File: src/rtl/rom_bus_arbiter_if.sv
// rom_bus_arbiter_if: requester, cache-control and external ROM bus signals of the arbiter.
interface rom_bus_arbiter_if;
  logic        p0_req_in, p1_req_in;
  logic [15:0] p0_addr_in, p1_addr_in;
  logic        p0_gnt_out, p1_gnt_out;
  logic        p0_done_out, p1_done_out;
  logic [7:0]  data_out;
  logic        invalidate_in;
  logic [7:0]  rom_addr_out;
  logic        rom_latch_out;
  logic [7:0]  rom_data_in;
  logic        busy_out;
  modport slave (
    input  p0_req_in, p1_req_in, p0_addr_in, p1_addr_in, invalidate_in, rom_data_in,
    output p0_gnt_out, p1_gnt_out, p0_done_out, p1_done_out, data_out, rom_addr_out, rom_latch_out, busy_out
  );
  modport master (
    output p0_req_in, p1_req_in, p0_addr_in, p1_addr_in, invalidate_in, rom_data_in,
    input  p0_gnt_out, p1_gnt_out, p0_done_out, p1_done_out, data_out, rom_addr_out, rom_latch_out, busy_out
  );
endinterface

File: src/rtl/rom_bus_arbiter.sv
// rom_bus_arbiter: round-robin two-port reader of a multiplexed-address ROM with a cached high byte.
module rom_bus_arbiter #(
  parameter int PERIOD_NS = 10,
  parameter int SETUP_NS  = 50,
  parameter int HOLD_NS   = 5,
  parameter int DELAY_NS  = 250
) (
  input logic clk_in,
  input logic rst_in,
  rom_bus_arbiter_if.slave bus
);
  localparam int SETUP_CYC = (SETUP_NS + PERIOD_NS - 1) / PERIOD_NS;
  localparam int HOLD_RAW  = (HOLD_NS + PERIOD_NS - 1) / PERIOD_NS;
  localparam int HOLD_CYC  = HOLD_RAW < 1 ? 1 : HOLD_RAW;
  localparam int DELAY_CYC = (DELAY_NS + PERIOD_NS - 1) / PERIOD_NS;
  localparam int MAX_A     = SETUP_CYC > HOLD_CYC ? SETUP_CYC : HOLD_CYC;
  localparam int MAX_CYC   = MAX_A > DELAY_CYC ? MAX_A : DELAY_CYC;
  localparam int CW        = $clog2(MAX_CYC + 2);
  typedef enum logic [2:0] {IDLE, SETUP_HI, HOLD_HI, DRIVE_LO, WAIT_DATA, DONE} state_t;
  state_t state_q, state_d;
  logic [CW-1:0] cnt_q, cnt_d;
  logic [15:0] addr_q, addr_d, waddr;
  logic [7:0] hc_q, hc_d, data_q, data_d, ra_q, ra_d;
  logic id_q, id_d, pri_q, pri_d, hv_q, hv_d, g0_q, g0_d, g1_q, g1_d;
  logic d0_q, d0_d, d1_q, d1_d, lat_q, lat_d, busy_q, busy_d, win;
  always_comb begin
    state_d = state_q;
    cnt_d   = cnt_q + 1'b1;
    addr_d  = addr_q;
    id_d    = id_q;
    pri_d   = pri_q;
    hc_d    = hc_q;
    hv_d    = hv_q;
    data_d  = data_q;
    ra_d    = ra_q;
    lat_d   = lat_q;
    g0_d    = 1'b0;
    g1_d    = 1'b0;
    d0_d    = 1'b0;
    d1_d    = 1'b0;
    win     = (bus.p0_req_in & bus.p1_req_in) ? pri_q : bus.p1_req_in;
    waddr   = win ? bus.p1_addr_in : bus.p0_addr_in;
    case (state_q)
      IDLE: begin
        cnt_d = '0;
        if (bus.p0_req_in | bus.p1_req_in) begin
          id_d   = win;
          addr_d = waddr;
          pri_d  = ~win;
          g0_d   = ~win;
          g1_d   = win;
          if (hv_q && waddr[15:8] == hc_q) state_d = DRIVE_LO;
          else begin
            ra_d    = waddr[15:8];
            state_d = SETUP_HI;
          end
        end
      end
      SETUP_HI: if (int'(cnt_q) + 1 >= SETUP_CYC) begin
        lat_d   = 1'b1;
        cnt_d   = '0;
        state_d = HOLD_HI;
      end
      HOLD_HI: if (int'(cnt_q) + 1 >= HOLD_CYC) begin
        lat_d   = 1'b0;
        hc_d    = addr_q[15:8];
        hv_d    = 1'b1;
        cnt_d   = '0;
        state_d = DRIVE_LO;
      end
      DRIVE_LO: begin
        ra_d    = addr_q[7:0];
        cnt_d   = '0;
        state_d = WAIT_DATA;
      end
      // one extra sample cycle so data is taken a full DELAY_CYC after the low byte settles
      WAIT_DATA: if (cnt_q == CW'(DELAY_CYC)) begin
        data_d  = bus.rom_data_in;
        d0_d    = ~id_q;
        d1_d    = id_q;
        cnt_d   = '0;
        state_d = DONE;
      end
      DONE: begin
        cnt_d   = '0;
        state_d = IDLE;
      end
      default: state_d = IDLE;
    endcase
    if (bus.invalidate_in) hv_d = 1'b0;
    busy_d = state_d != IDLE;
  end
  always_ff @(posedge clk_in or posedge rst_in)
    if (rst_in) begin
      state_q <= IDLE;
      cnt_q   <= '0;
      addr_q  <= '0;
      id_q    <= 1'b0;
      pri_q   <= 1'b0;
      hc_q    <= '0;
      hv_q    <= 1'b0;
      data_q  <= '0;
      ra_q    <= '0;
      lat_q   <= 1'b0;
      g0_q    <= 1'b0;
      g1_q    <= 1'b0;
      d0_q    <= 1'b0;
      d1_q    <= 1'b0;
      busy_q  <= 1'b0;
    end else begin
      state_q <= state_d;
      cnt_q   <= cnt_d;
      addr_q  <= addr_d;
      id_q    <= id_d;
      pri_q   <= pri_d;
      hc_q    <= hc_d;
      hv_q    <= hv_d;
      data_q  <= data_d;
      ra_q    <= ra_d;
      lat_q   <= lat_d;
      g0_q    <= g0_d;
      g1_q    <= g1_d;
      d0_q    <= d0_d;
      d1_q    <= d1_d;
      busy_q  <= busy_d;
    end
  assign bus.p0_gnt_out    = g0_q;
  assign bus.p1_gnt_out    = g1_q;
  assign bus.p0_done_out   = d0_q;
  assign bus.p1_done_out   = d1_q;
  assign bus.data_out      = data_q;
  assign bus.rom_addr_out  = ra_q;
  assign bus.rom_latch_out = lat_q;
  assign bus.busy_out      = busy_q;
endmodule

File: src/flat_wrapper.sv
// flat-port wrapper written by rule: the top's interface ports become plain ports
module rom_bus_arbiter_flat 
#(
  parameter int PERIOD_NS = 10,
  parameter int SETUP_NS  = 50,
  parameter int HOLD_NS   = 5,
  parameter int DELAY_NS  = 250
)
  (clk_in, rst_in, bus_p0_req_in, bus_p1_req_in, bus_p0_addr_in, bus_p1_addr_in, bus_invalidate_in, bus_rom_data_in, bus_p0_gnt_out, bus_p1_gnt_out, bus_p0_done_out, bus_p1_done_out, bus_data_out, bus_rom_addr_out, bus_rom_latch_out, bus_busy_out);
  rom_bus_arbiter_if bus_i ();
  input logic clk_in;
  input logic rst_in;
  input wire logic [$bits(bus_i.p0_req_in)-1:0] bus_p0_req_in;
  input wire logic [$bits(bus_i.p1_req_in)-1:0] bus_p1_req_in;
  input wire logic [$bits(bus_i.p0_addr_in)-1:0] bus_p0_addr_in;
  input wire logic [$bits(bus_i.p1_addr_in)-1:0] bus_p1_addr_in;
  input wire logic [$bits(bus_i.invalidate_in)-1:0] bus_invalidate_in;
  input wire logic [$bits(bus_i.rom_data_in)-1:0] bus_rom_data_in;
  output wire logic [$bits(bus_i.p0_gnt_out)-1:0] bus_p0_gnt_out;
  output wire logic [$bits(bus_i.p1_gnt_out)-1:0] bus_p1_gnt_out;
  output wire logic [$bits(bus_i.p0_done_out)-1:0] bus_p0_done_out;
  output wire logic [$bits(bus_i.p1_done_out)-1:0] bus_p1_done_out;
  output wire logic [$bits(bus_i.data_out)-1:0] bus_data_out;
  output wire logic [$bits(bus_i.rom_addr_out)-1:0] bus_rom_addr_out;
  output wire logic [$bits(bus_i.rom_latch_out)-1:0] bus_rom_latch_out;
  output wire logic [$bits(bus_i.busy_out)-1:0] bus_busy_out;
  assign bus_i.p0_req_in = bus_p0_req_in;
  assign bus_i.p1_req_in = bus_p1_req_in;
  assign bus_i.p0_addr_in = bus_p0_addr_in;
  assign bus_i.p1_addr_in = bus_p1_addr_in;
  assign bus_i.invalidate_in = bus_invalidate_in;
  assign bus_i.rom_data_in = bus_rom_data_in;
  assign bus_p0_gnt_out = bus_i.p0_gnt_out;
  assign bus_p1_gnt_out = bus_i.p1_gnt_out;
  assign bus_p0_done_out = bus_i.p0_done_out;
  assign bus_p1_done_out = bus_i.p1_done_out;
  assign bus_data_out = bus_i.data_out;
  assign bus_rom_addr_out = bus_i.rom_addr_out;
  assign bus_rom_latch_out = bus_i.rom_latch_out;
  assign bus_busy_out = bus_i.busy_out;
  rom_bus_arbiter #(.PERIOD_NS(PERIOD_NS), .SETUP_NS(SETUP_NS), .HOLD_NS(HOLD_NS), .DELAY_NS(DELAY_NS)) u_core (.clk_in(clk_in), .rst_in(rst_in), .bus(bus_i));
endmodule
File: config.mk
export PLATFORM = sky130hd
export DESIGN_NAME = rom_bus_arbiter_flat
export DESIGN_NICKNAME = d
export VERILOG_FILES = /design/src/rtl/rom_bus_arbiter_if.sv /design/src/rtl/rom_bus_arbiter.sv /design/src/flat_wrapper.sv
export SDC_FILE = /design/constraint.sdc
export NUM_CORES = 1
export LEC_CHECK = 0
export CORE_ASPECT_RATIO = 0.9
export CORE_MARGIN = 2
export CORE_UTILIZATION = 49
export CTS_CLUSTER_SIZE = 20
export DETAILED_ROUTE_END_ITERATION = 10
export PLACE_DENSITY = 0.86
export SLEW_MARGIN = 20
export SYNTH_ARGS = -nofsm -noshare
export SYNTH_HDL_FRONTEND = slang
export SYNTH_SLANG_ARGS = --single-unit
export TNS_END_PERCENT = 1
File: constraint.sdc
create_clock -name clk_in -period 3.1 [get_ports clk_in]
set_clock_uncertainty 0.05 [all_clocks]
set_input_delay 0.62 -clock clk_in [delete_from_list [all_inputs] [get_ports clk_in]]
set_output_delay 0.62 -clock clk_in [all_outputs]
set_load 0.005 [all_outputs]
Word-level counts from Yosys, hierarchy flattened
Cells that the tools add are included.

Input port bits: 45. Flip-flop bits (word level): 57. Output and inout port bits: 22. Logic and storage cells: 77.

Order comparisons: 2. Reductions and logical operators: 14. Bitwise operators: 4. Mux-type cells: 29. Eq/ne operators: 11. Add/subtract/negate cells: 2.

Operators by type and width (count): $ge 32x2->1 const B (1); $ge 32x4->1 const B (1); $pmux 5 s4 (1); $mux 16 (1); $mux 8 (2); $pmux 8 s2 (1); $mux 5 (3); $pmux 3 s5 (1); $mux 1 (14); $mux 3 (4); $eq 8x8->1 (1); $reduce_and 2->1 (4); $reduce_bool 2->1 (4); $add 5x1->6 const B (1); $eq 3x2->1 const B (2); $eq 3x3->1 const B (2); $ne 2x1->1 const B (3); $reduce_and 3->1 (2); $add 5x1->5 const B (1); $eq 5x5->1 const B (1); $eq 3x1->1 const B (1); $logic_not 3->1 (1); $reduce_bool 3->1 (1); $reduce_or 3->1 (1); 7 further kinds (8).

Longest topological paths before layout
Gate-level depths: netlist of the first run.

Depth after elaboration: 9. Gate-level depth with buffers: 9. Depth with buffers taken out: 8.

Least setup slack after synthesis of the first run
Ideal clock, no wire load.

Path type: input port to flip-flop. Start: in bus_p0_req_in. End: reg u_core.ra_q[0], in the netlist u_core.bus.rom_addr_out[0]. Slack: 905 ps. Stages on the path: 7. Required time: 2960 ps. Buffers on the path: 0. Arrival time: 2055 ps. Setup time: 90 ps. Cell sequence: nor2b_4 -> a2111oi_2 -> o221ai_1 -> nor4_2 -> nand4_1 -> a31o_4 -> o221ai_1.

Word-level cells in the longest chain between the ends: 7. Elaborated cells between the ends (all ways): 12. Classes of those cells: eq/ne: 3; mux: 5; bitwise: 2; reduce/logical: 2.

RTL lines: from (decl) (line flat_wrapper.sv:13) `input wire logic [$bits(bus_i.p0_req_in)-1:0] bus_p0_req_in;`; $and 1x1->1 (line rom_bus_arbiter.sv:41) `win = (bus.p0_req_in & bus.p1_req_in) ? pri_q : bus.p1_req_in;`; $mux 1 (line rom_bus_arbiter.sv:41); $mux 16 (line rom_bus_arbiter.sv:42) `waddr = win ? bus.p1_addr_in : bus.p0_addr_in;`; $eq 8x8->1 (line rom_bus_arbiter.sv:52) `if (hv_q && waddr[15:8] == hc_q) state_d = DRIVE_LO;`; $logic_and 1x1->1 (line rom_bus_arbiter.sv:52); $ne 2x2->1 (no line); $reduce_and 3->1 (no line); to (signal assigned) (line rom_bus_arbiter.sv:119) `ra_q <= ra_d;`; to (decl) (line rom_bus_arbiter.sv:23) `logic [7:0] hc_q, hc_d, data_q, data_d, ra_q, ra_d;`.

Parallel ways exist; a longest one is shown, timed or not. The select of a mux whose other input is x is not followed. A chain may end at the register's enable or synchronous reset.

Final worst setup path of the first run
Start: in bus_p0_req_in. End: reg u_core.ra_q[3], in the netlist u_core.bus.rom_addr_out[3].

The elaborated chain is that of the path after synthesis.

==> results.py, run 1 <==
metrics = {
    "die": {
        "row_count": 25,
        "die_w_um": 83.0,
        "die_h_um": 75.1,
        "start_util_pct": 51.5,
        "dieArea_sq_um": 6240,
        "io_pins": 67,
        "core-area_sq_um": 5350,
    },
    "global_route": {
        "grt.total_usage_pct": 23.0,
        "grt_pass1_vias": 2348,
        "grt_max_degree": 34,
        "grt_antenna_before_repair": 0,
        "grt_pass1_wl_um": 11100,
        "overflow": 0,
    },
    "cts": {
        "cts_max_level": 3,
        "clock_path_buffers": 2,
        "cts_resized": 0,
        "ctsHoldBuffers": 0,
        "cts-root-buf": "clkbuf_8",
        "cts_sinks": 57,
        "clk_pin_slew_worst_paths_ns": 0.06,
        "worst_skew_pair.late_latency_ns": 0.34,
        "cts_buffers": 9,
        "post-cts-setup-buffers": 0,
        "cts_tree": "yes",
    },
    "routing": {
        "wirelength_um": 6730,
        "via_per_inst": 5.78,
        "drc": 0,
        "wire_per_inst_um": 16.7,
        "postRouteAntennaNets": 0,
        "first_iter_violations": 259,
        "drtPass1Iterations": 5,
        "vias": 2322,
    },
    "logic_synthesis": {
        "synth_top_area_share_pct": 51.8,
        "synth_xor_area_share_pct": 0.954,
        "synth.yosys.seq_area_share_pct": 51.8,
        "syn-cell-area_sq_um": 2750,
        "yosys-top-cells-area": "dfrtp_1 52%, mux2_2 6.5%, nand2_1 3.7%, o21ai_0 3.5%, inv_1 3.4%",
        "yosys.area_share.simple_pct": 14.1,
        "synth.most_common_cell": "dfrtp_1",
        "ys_warn_count": 0,
        "synth_fp_nets": 310,
        "synth-adder-area-share_pct": 1.36,
        "ys_dominant_reg_cell": "dfrtp_1",
        "ys_ff_latch": 57,
        "synth-edff-count": 0,
        "syn_area_per_cell_sq_um": 10.5,
        "async_reset_ff_share_pct": 100,
        "synth_top_family_by_area": "compound AO/OA/AOI/OAI gates",
        "synth_top_cell_by_area": "dfrtp_1",
        "ys_types": 52,
        "synth_compound_area_share_pct": 17.2,
        "synth.top_cells.by_count": "57 x dfrtp_1, 27 x nand2_1, 25 x inv_1, 19 x o21ai_0, 16 x mux2_2",
        "muxShareOfSynthArea_pct": 9.09,
        "syn_inst": 262,
    },
    "final_layout": {
        "layout.cells.non_filler": 402,
        "final_cell_area_sq_um": 3670,
        "drive_above_1_share_pct": 13.1,
        "fin_nets": 380,
        "diodes": 0,
        "area_growth_pct": 33.4,
        "fill_cells": 389,
    },
    "placed_design": {
        "dp_cells": 388,
        "gp_congestion": 0.865,
        "dp_hpwl_um": 4870,
        "placed_area_sq_um": 3490,
        "numPortBuffers": 66,
    },
    "worst_setup_path": {
        "cp_max_fo": 10,
        "startpoint_type": "input port",
        "r2r_start": "u_core.cnt_q[0]$_DFF_PP0_",
        "arrival_ns": 2.85,
        "crit_path_end_kind": "flip-flop",
        "cp.required_ns": 3.25,
        "critPathLaunch": "bus_p0_req_in",
        "crit_type": "in2reg",
    },
    "sta": {
        "worstMarginPinSlew_ns": 0.541,
        "hold_viol": 0,
        "period_share_pct": 87.2,
        "finalMaxSlewViolations": 0,
        "setup_tns_ns": 0,
        "period_needed_ns": 2.70,
        "max_freq_ghz": 0.370,
        "rsz0062_at_grt": "false",
        "relSlewSlack_pct": 63.9,
        "finalSetupViolCount": 0,
        "whs_ns": 0.395,
    },
    "power_and_ir_drop": {
        "power_density_nw_per_um2": 801,
        "leakage_nw": 1.64,
        "peakVddDrop_mv": 0.474,
    },
    "outcome": {
        "outcome": "finished, final reports clean",
    },
    "run": {
        "max_cap_violations": 0,
    },
    "worst_hold_path": {
        "hp-start": "u_core.id_q$_DFFE_PP0P_",
        "hold_path.class": "reg2reg",
    },
}
worst max-delay path: stages:
cell             delay (ns)
clkdlybuf4s50_1        0.50
nor2b_4                0.19
nor2_2                 0.33
o221ai_1               0.20
nor4_2                 0.29
nand4_1                0.21
nand3_1                0.32
o221ai_1               0.18
final cells by class:
class	instances	area (sq um)	area share (%)
Tap cell	67	83.8	2.28
Multi-Input combinational cell	168	1170	32.0
Timing Repair Buffer	71	711	19.3
Clock inverter	3	42.5	1.16
Inverter	25	93.8	2.55
Sequential cell	57	1430	38.8
Clock buffer	11	141	3.85
flip-flops by register name (all words and copies together) (netlist names), 3 cells and up:
register	flops
u_core.bus.rom_addr_out	8
u_core.bus.data_out	8
u_core.hc_q	8
u_core.state_q	3
u_core.cnt_q	5
u_core.addr_q	16
power by group:
group / switching, W / internal (W)
Clock: 0.000277 / 0.000382
Combinational: 0.000518 / 0.000535
Sequential: 0.000219 / 0.00101
final timing paths:
| kind | to | cells past startpoint | slack (ns) |
|---|---|---|---|
| min | u_core.bus.p0_done_out$_DFF_PP0_ | 1 | 0.39 |
| min in group asynchronous | u_core.bus.data_out[5]$_DFFE_PP0P_ | 2 | 0.60 |
| max in group asynchronous | u_core.bus.rom_addr_out[0]$_DFFE_PP0P_ | 3 | 1.84 |
| max | u_core.bus.rom_addr_out[3]$_DFFE_PP0P_ | 8 | 0.40 |
| max reg2reg | u_core.bus.busy_out$_DFF_PP0_ | 7 | 0.53 |
| min reg2reg | u_core.bus.p0_done_out$_DFF_PP0_ | 1 | 0.39 |
placed cells by master, fill, tap and decap left out, types with 2 or more instances in the layout:
| cell | synthesis | routed |
|---|---|---|
| a21boi_0 | 2 | 2 |
| a21o_1 | 3 | 3 |
| a21oi_1 | 13 | 13 |
| a222oi_1 | 5 | 5 |
| a31oi_1 | 3 | 3 |
| and3_1 | 2 | 2 |
| buf_4 | 1 | 4 |
| clkbuf_8 | 0 | 10 |
| clkdlybuf4s50_1 | 0 | 66 |
| dfrtp_1 | 57 | 57 |
| ha_1 | 3 | 3 |
| inv_1 | 25 | 24 |
| mux2_2 | 16 | 16 |
| mux2i_1 | 7 | 7 |
| nand2_1 | 27 | 27 |
| nand2b_1 | 4 | 4 |
| nand3_1 | 4 | 4 |
| nand4_1 | 2 | 2 |
| nand4b_1 | 2 | 2 |
| nor2_1 | 10 | 10 |
| nor2b_1 | 4 | 4 |
| nor3_1 | 2 | 2 |
| o21ai_0 | 19 | 19 |
| o21bai_1 | 2 | 2 |
| o221ai_1 | 9 | 9 |
| o22ai_1 | 2 | 2 |
| o31a_1 | 2 | 2 |
| xor2_1 | 2 | 2 |
per-layer routing:
layer	up-vias	global-route usage (%)	share of wire, %
met1	1114	29.8	43
li1	1075	-	-
met5	-	0	0
met3	28	5.70	6.4
met4	0	11.5	3.0
met2	105	37.0	48
cell families (layout without fill, tap and decap cells):
| logic type | count (synthesis) | count (layout) |
|---|---|---|
| and+or+nand+nor | 71 | 71 |
| AOI/OAI and AO/OA | 68 | 68 |
| DFF | 57 | 57 |
| buffers and inverters | 37 | 110 |
| muxes | 23 | 23 |
| adders and majority gates | 3 | 3 |
| xor gates and xnor gates | 3 | 3 |
through the flow:
step	util [%]	setup WS, ns	total power (W)
2_1_floorplan	-	0.905	0.00186
3_3_place_gp	65.2	0.219	0.00222
3_5_place_dp	65.2	0.123	0.00227
4_1_cts	68.7	0.419	0.00295
5_1_grt	68.7	0.215	0.00313
6_report	68.7	0.397	0.00294
Note: power is estimated with default switching activity, not from simulation.
==> run 2, diff against run 1 <==
--- a/config.mk
+++ b/config.mk
@@ -7,10 +7,10 @@
 export LEC_CHECK = 0
 export CORE_ASPECT_RATIO = 0.9
 export CORE_MARGIN = 2
-export CORE_UTILIZATION = 49
-export CTS_CLUSTER_SIZE = 20
+export CORE_UTILIZATION = 60
 export DETAILED_ROUTE_END_ITERATION = 10
-export PLACE_DENSITY = 0.86
+export DONT_BUFFER_PORTS = 1
+export PLACE_DENSITY = 0.83
 export SLEW_MARGIN = 20
 export SYNTH_ARGS = -nofsm -noshare
 export SYNTH_HDL_FRONTEND = slang
==> run 2 against run 1 <==
Core utilization decreased by 0.92 points. Register-to-register slack got worse by 0.12 ns. Critical endpoint is now u_core.bus.busy_out$_DFF_PP0_. Global-route usage up 1.5 points. Design area is 18% lower. Die area decreased by 17%. Highest routed layer unchanged.
==> results.py, run 2 (synthesis gave the netlist of run 1 again) <==
metrics = {
    "run": {
        "max_cap_violations": 0,
    },
    "worst_hold_path": {
        "hold_path.class": "in2async",
    },
    "sta": {
        "finalSetupViolCount": 0,
        "worstMarginPinSlew_ns": 0.600,
        "whs_ns": 0.167,
        "setup_ws_ns": 0.413,
        "setup_tns_ns": 0,
        "period_share_pct": 86.7,
        "relSlewSlack_pct": 59.9,
        "period_needed_ns": 2.69,
        "max_freq_ghz": 0.372,
        "finalMaxSlewViolations": 0,
        "hold_viol": 0,
        "rsz0062_at_grt": "false",
    },
    "final_layout": {
        "layout_commonest_cell": "dfrtp_1",
        "regMostFlops": "u_core.addr_q",
        "multi_input_area_sq_um": 1170,
        "layout.cells.non_filler": 331,
        "regArea_sq_um": 1430,
        "largest_reg_flops": 16,
        "drive_above_1_share_pct": 16.0,
        "fill_cells": 365,
        "fin_nets": 312,
        "fin_util_pct": 67.8,
        "diodes": 0,
        "final_cell_mix": "57 x dfrtp_1, 27 x nand2_1, 24 x inv_1, 19 x o21ai_0, 16 x mux2_2",
        "area_growth_pct": 9.04,
    },
    "cts": {
        "clock_path_buffers": 2,
        "clk_pin_slew_worst_paths_ns": 0.07,
        "cts_buffers": 9,
        "cts_max_level": 3,
        "cts_resized": 0,
        "cts_tree": "yes",
        "cts_sinks": 57,
        "post-cts-setup-buffers": 0,
        "worst_skew_pair.late_latency_ns": 0.34,
        "cts-root-buf": "clkbuf_8",
        "ctsHoldBuffers": 0,
    },
    "worst_setup_path": {
        "cp_max_fo": 11,
        "crit_type": "reg2reg",
        "r2r_start": "u_core.cnt_q[0]$_DFF_PP0_",
        "path_buf_inv": 0,
        "cp.required_ns": 3.27,
        "r2r_setup_slack_ns": 0.41,
        "crit_family": "simple AND/OR/NAND/NOR gates",
        "worstPathCellList": "ha_1 > nor3b_1 > o21bai_1 > nor3_1 > or4b_1 > nand4_1 > or3_1",
        "critPathLaunch": "u_core.cnt_q[0]$_DFF_PP0_",
        "arrival_ns": 2.86,
        "crit_slowest_cell": "dfrtp_1",
        "startpoint_type": "flip-flop",
        "max_stage_delay_ns": 0.45,
        "crit_path_end_kind": "flip-flop",
    },
    "placed_design": {
        "numPortBuffers": 0,
        "gp_congestion": 0.838,
        "place_ws_ns": 0.501,
        "dp_cells": 315,
        "dp_hpwl_um": 4200,
    },
    "global_route": {
        "grt_max_degree": 30,
        "grt_pass1_vias": 1834,
        "grt.total_usage_pct": 24.5,
        "grt_pass1_wl_um": 9050,
        "grt_antenna_before_repair": 0,
        "overflow": 0,
    },
    "power_and_ir_drop": {
        "seq_power_share_pct": 44.3,
        "peakVddDrop_mv": 0.557,
        "swShare_pct": 35.1,
        "switchingPower_w": 0.000978,
        "p_int_w": 0.00181,
        "comb_power_share_pct": 29.7,
        "leakage_nw": 1.38,
        "clockPowerShare_pct": 26.1,
        "power_density_nw_per_um2": 929,
    },
    "routing": {
        "wirelength_um": 5900,
        "postRouteAntennaNets": 0,
        "drtPass1Iterations": 7,
        "via_per_inst": 5.96,
        "wire_per_inst_um": 17.8,
        "drc": 0,
        "first_iter_violations": 181,
        "vias": 1974,
    },
    "die": {
        "core-area_sq_um": 4430,
        "row_count": 23,
        "die_w_um": 75.4,
        "dieArea_sq_um": 5150,
        "die_h_um": 68.3,
        "start_util_pct": 62.1,
        "io_pins": 67,
    },
    "outcome": {
        "outcome": "finished, final reports clean",
    },
}
[run 2: cell count changes in the layout (fill, tap and decap cells not counted)]
cell             change
buf_4                -1
clkinvlp_4           -1
clkbuf_1             +1
clkbuf_8             +2
buf_12               -1
clkdlybuf4s50_1     -66
[run 2: worst paths after layout]
path | depth (start not counted) | to
min reg2reg | 1 | u_core.bus.p0_done_out$_DFF_PP0_
min | 1 | u_core.state_q[0]$_DFF_PP0_
max | 7 | u_core.bus.busy_out$_DFF_PP0_
max in group asynchronous | 2 | u_core.addr_q[4]$_DFFE_PP0P_
min in group clk_in | 1 | u_core.hv_q$_DFFE_PP0P_
max reg2reg | 7 | u_core.bus.busy_out$_DFF_PP0_
[run 2: power by group through the flow]
stage               registers, W  logic [W]  clock network (W)
finish                   0.00123   0.000827           0.000726
global route             0.00127   0.000926           0.000773
CTS                      0.00123   0.000826           0.000740
detailed placement       0.00124   0.000818                  0
global placement         0.00123   0.000778                  0
floorplan                0.00116   0.000701                  0
[run 2: worst reg2reg max path, stage by stage, from the launching register on]
cell and delay, ns:
dfrtp_1 0.45, ha_1 0.32, nor3b_1 0.27, o21bai_1 0.17, nor3_1 0.21, or4b_1 0.45
nand4_1 0.23, or3_1 0.43
[run 2: metal layers]
metal	track usage [%]	part of all wire, %
met1	34.1	43
met2	35.9	47
met3	6.77	8.1
met4	11.0	1.8
met5	0	0
[run 2: area by class of cell]
type                       count  area share, %
multi-input combinational    168           39.1
timing repair buffer           3          0.750
tap                           62           2.58
inverter                      25           3.13
sequential                    57           47.5
clock buffer                  14           5.75
clock inverter                 2           1.17
[run 2: stage by stage]
| stage | cell area (sq um) | power [W] |
|---|---|---|
| after global placement | 2800 | 0.00201 |
| after global routing | 3000 | 0.00297 |
| after detailed placement | 2800 | 0.00206 |
| after CTS | 3000 | 0.00280 |
| after floorplan | 2750 | 0.00186 |
| final | 3000 | 0.00279 |
==> run 3, diff against run 2 <==
--- a/config.mk
+++ b/config.mk
@@ -10,7 +10,7 @@
 export CORE_UTILIZATION = 60
 export DETAILED_ROUTE_END_ITERATION = 10
 export DONT_BUFFER_PORTS = 1
-export PLACE_DENSITY = 0.83
+export PLACE_DENSITY = 0.73
 export SLEW_MARGIN = 20
 export SYNTH_ARGS = -nofsm -noshare
 export SYNTH_HDL_FRONTEND = slang
==> run 3 against run 2 <==
Global-route usage rose by 1.2 points. Routed wire length rose by 0.90%. Non-clock buffer count rose by 2. Highest routed layer unchanged. Largest power group unchanged. Register-to-register slack improved by 0.10 ns. Critical endpoint is now u_core.hc_q[2]$_DFFE_PP0P_.
==> results.py, run 3 (synthesis gave the netlist of run 1 again) <==
metrics = {
    "final_layout": {
        "area_growth_pct": 8.00,
        "largest_reg_flops": 16,
        "layout_commonest_cell": "dfrtp_1",
        "fin_nets": 314,
        "fin_util_pct": 67.1,
        "regMostFlops": "u_core.addr_q",
        "drive_above_1_share_pct": 16.6,
        "final_cell_mix": "57 x dfrtp_1, 27 x nand2_1, 24 x inv_1, 19 x o21ai_0, 16 x mux2_2",
        "layout.cells.non_filler": 333,
        "diodes": 0,
    },
    "die": {
        "row_count": 23,
        "die_h_um": 68.3,
        "dieArea_sq_um": 5150,
        "die_w_um": 75.4,
        "core-area_sq_um": 4430,
        "io_pins": 67,
        "start_util_pct": 62.1,
    },
    "outcome": {
        "outcome": "finished, final reports clean",
    },
    "worst_setup_path": {
        "arrival_ns": 2.76,
        "crit_type": "reg2reg",
        "crit_path_end_kind": "flip-flop",
        "cp_max_fo": 11,
        "startpoint_type": "flip-flop",
        "cp.required_ns": 3.28,
    },
    "global_route": {
        "grt_max_degree": 29,
        "overflow": 0,
        "grt_antenna_before_repair": 0,
        "grt_pass1_vias": 1907,
        "grt.total_usage_pct": 25.7,
        "grt_pass1_wl_um": 9510,
    },
    "routing": {
        "drc": 0,
        "wirelength_um": 5950,
        "first_iter_violations": 169,
        "postRouteAntennaNets": 0,
        "drtPass1Iterations": 4,
        "via_per_inst": 5.97,
        "wire_per_inst_um": 17.9,
        "vias": 1989,
    },
    "cts": {
        "worst_skew_pair.late_latency_ns": 0.34,
        "cts_resized": 0,
        "cts_sinks": 57,
        "cts_buffers": 9,
        "cts-root-buf": "clkbuf_8",
        "clock_path_buffers": 2,
        "post-cts-setup-buffers": 0,
        "cts_tree": "yes",
        "clk_pin_slew_worst_paths_ns": 0.07,
        "cts_max_level": 3,
        "ctsHoldBuffers": 0,
    },
    "power_and_ir_drop": {
        "total_power_w": 0.00264,
        "power_density_nw_per_um2": 889,
        "peakVddDrop_mv": 0.605,
        "leakage_nw": 1.36,
    },
    "sta": {
        "period_share_pct": 83.3,
        "finalMaxSlewViolations": 0,
        "whs_ns": 0.162,
        "max_freq_ghz": 0.387,
        "setup_tns_ns": 0,
        "hold_viol": 0,
        "worstMarginPinSlew_ns": 0.563,
        "finalSetupViolCount": 0,
        "period_needed_ns": 2.58,
        "rsz0062_at_grt": "false",
        "relSlewSlack_pct": 62.4,
    },
    "run": {
        "max_cap_violations": 0,
    },
    "placed_design": {
        "gp_congestion": 0.953,
        "dp_cells": 317,
        "dp_hpwl_um": 4290,
        "numPortBuffers": 0,
    },
    "worst_hold_path": {
        "hold_path.class": "in2async",
    },
}
run 3: through the flow:
step / worst slack, ns / area, sq um
CTS: 0.502 / 2970
finish: 0.516 / 2970
global route: 0.333 / 2970
global placement: 0.562 / 2810
detailed placement: 0.518 / 2810
floorplan: 0.905 / 2750
run 3: power breakdown:
| part | switching (W) | leakage [nW] | total (W) | internal, W |
|---|---|---|---|---|
| combinational | 0.000445 | 0.567 | 0.000815 | 0.000371 |
| sequential | 0.000234 | 0.721 | 0.00124 | 0.00101 |
| clock | 0.000299 | 0.0753 | 0.000585 | 0.000286 |
| total | 0.000977 | 1.36 | 0.00264 | 0.00167 |
run 3: layer usage:
metal | track usage [%] | wire, um | vias up
met1 | 37.0 | 2770 | 959
li1 | - | - | 941
met5 | 0 | 0 | -
met4 | 11.2 | 120 | 0
met3 | 8.54 | 466 | 13
met2 | 35.3 | 2600 | 76
run 3: layout make-up:
class / count / area [sq um]
clock buffer: 11 / 131
clock inverter: 5 / 32.5
fill: 384 / 1460
inverter: 25 / 93.8
multi-input combinational: 168 / 1170
sequential: 57 / 1430
tap: 62 / 77.6
timing repair buffer: 5 / 37.5
run 3: worst max-delay path: stages (launching register included):
cell and delay, ns:
dfrtp_1 0.45, ha_1 0.35, nor3b_1 0.10, o21bai_1 0.29, nor3_1 0.09, or4b_1 0.76, mux2_2 0.38
run 3: path summary, 6_finish.rpt:
kind	startpoint	endpoint	slack, ns	depth (start not counted)
max in group asynchronous	rst_in	u_core.hc_q[4]$_DFFE_PP0P_	2.18	2
min in group clk_in	bus_invalidate_in	u_core.hv_q$_DFFE_PP0P_	0.29	1
max reg2reg	u_core.cnt_q[0]$_DFF_PP0_	u_core.hc_q[2]$_DFFE_PP0P_	0.52	6
min	rst_in	u_core.bus.rom_addr_out[6]$_DFFE_PP0P_	0.16	1
min reg2reg	u_core.id_q$_DFFE_PP0P_	u_core.bus.p0_done_out$_DFF_PP0_	0.40	1
max	u_core.cnt_q[0]$_DFF_PP0_	u_core.hc_q[2]$_DFFE_PP0P_	0.52	6
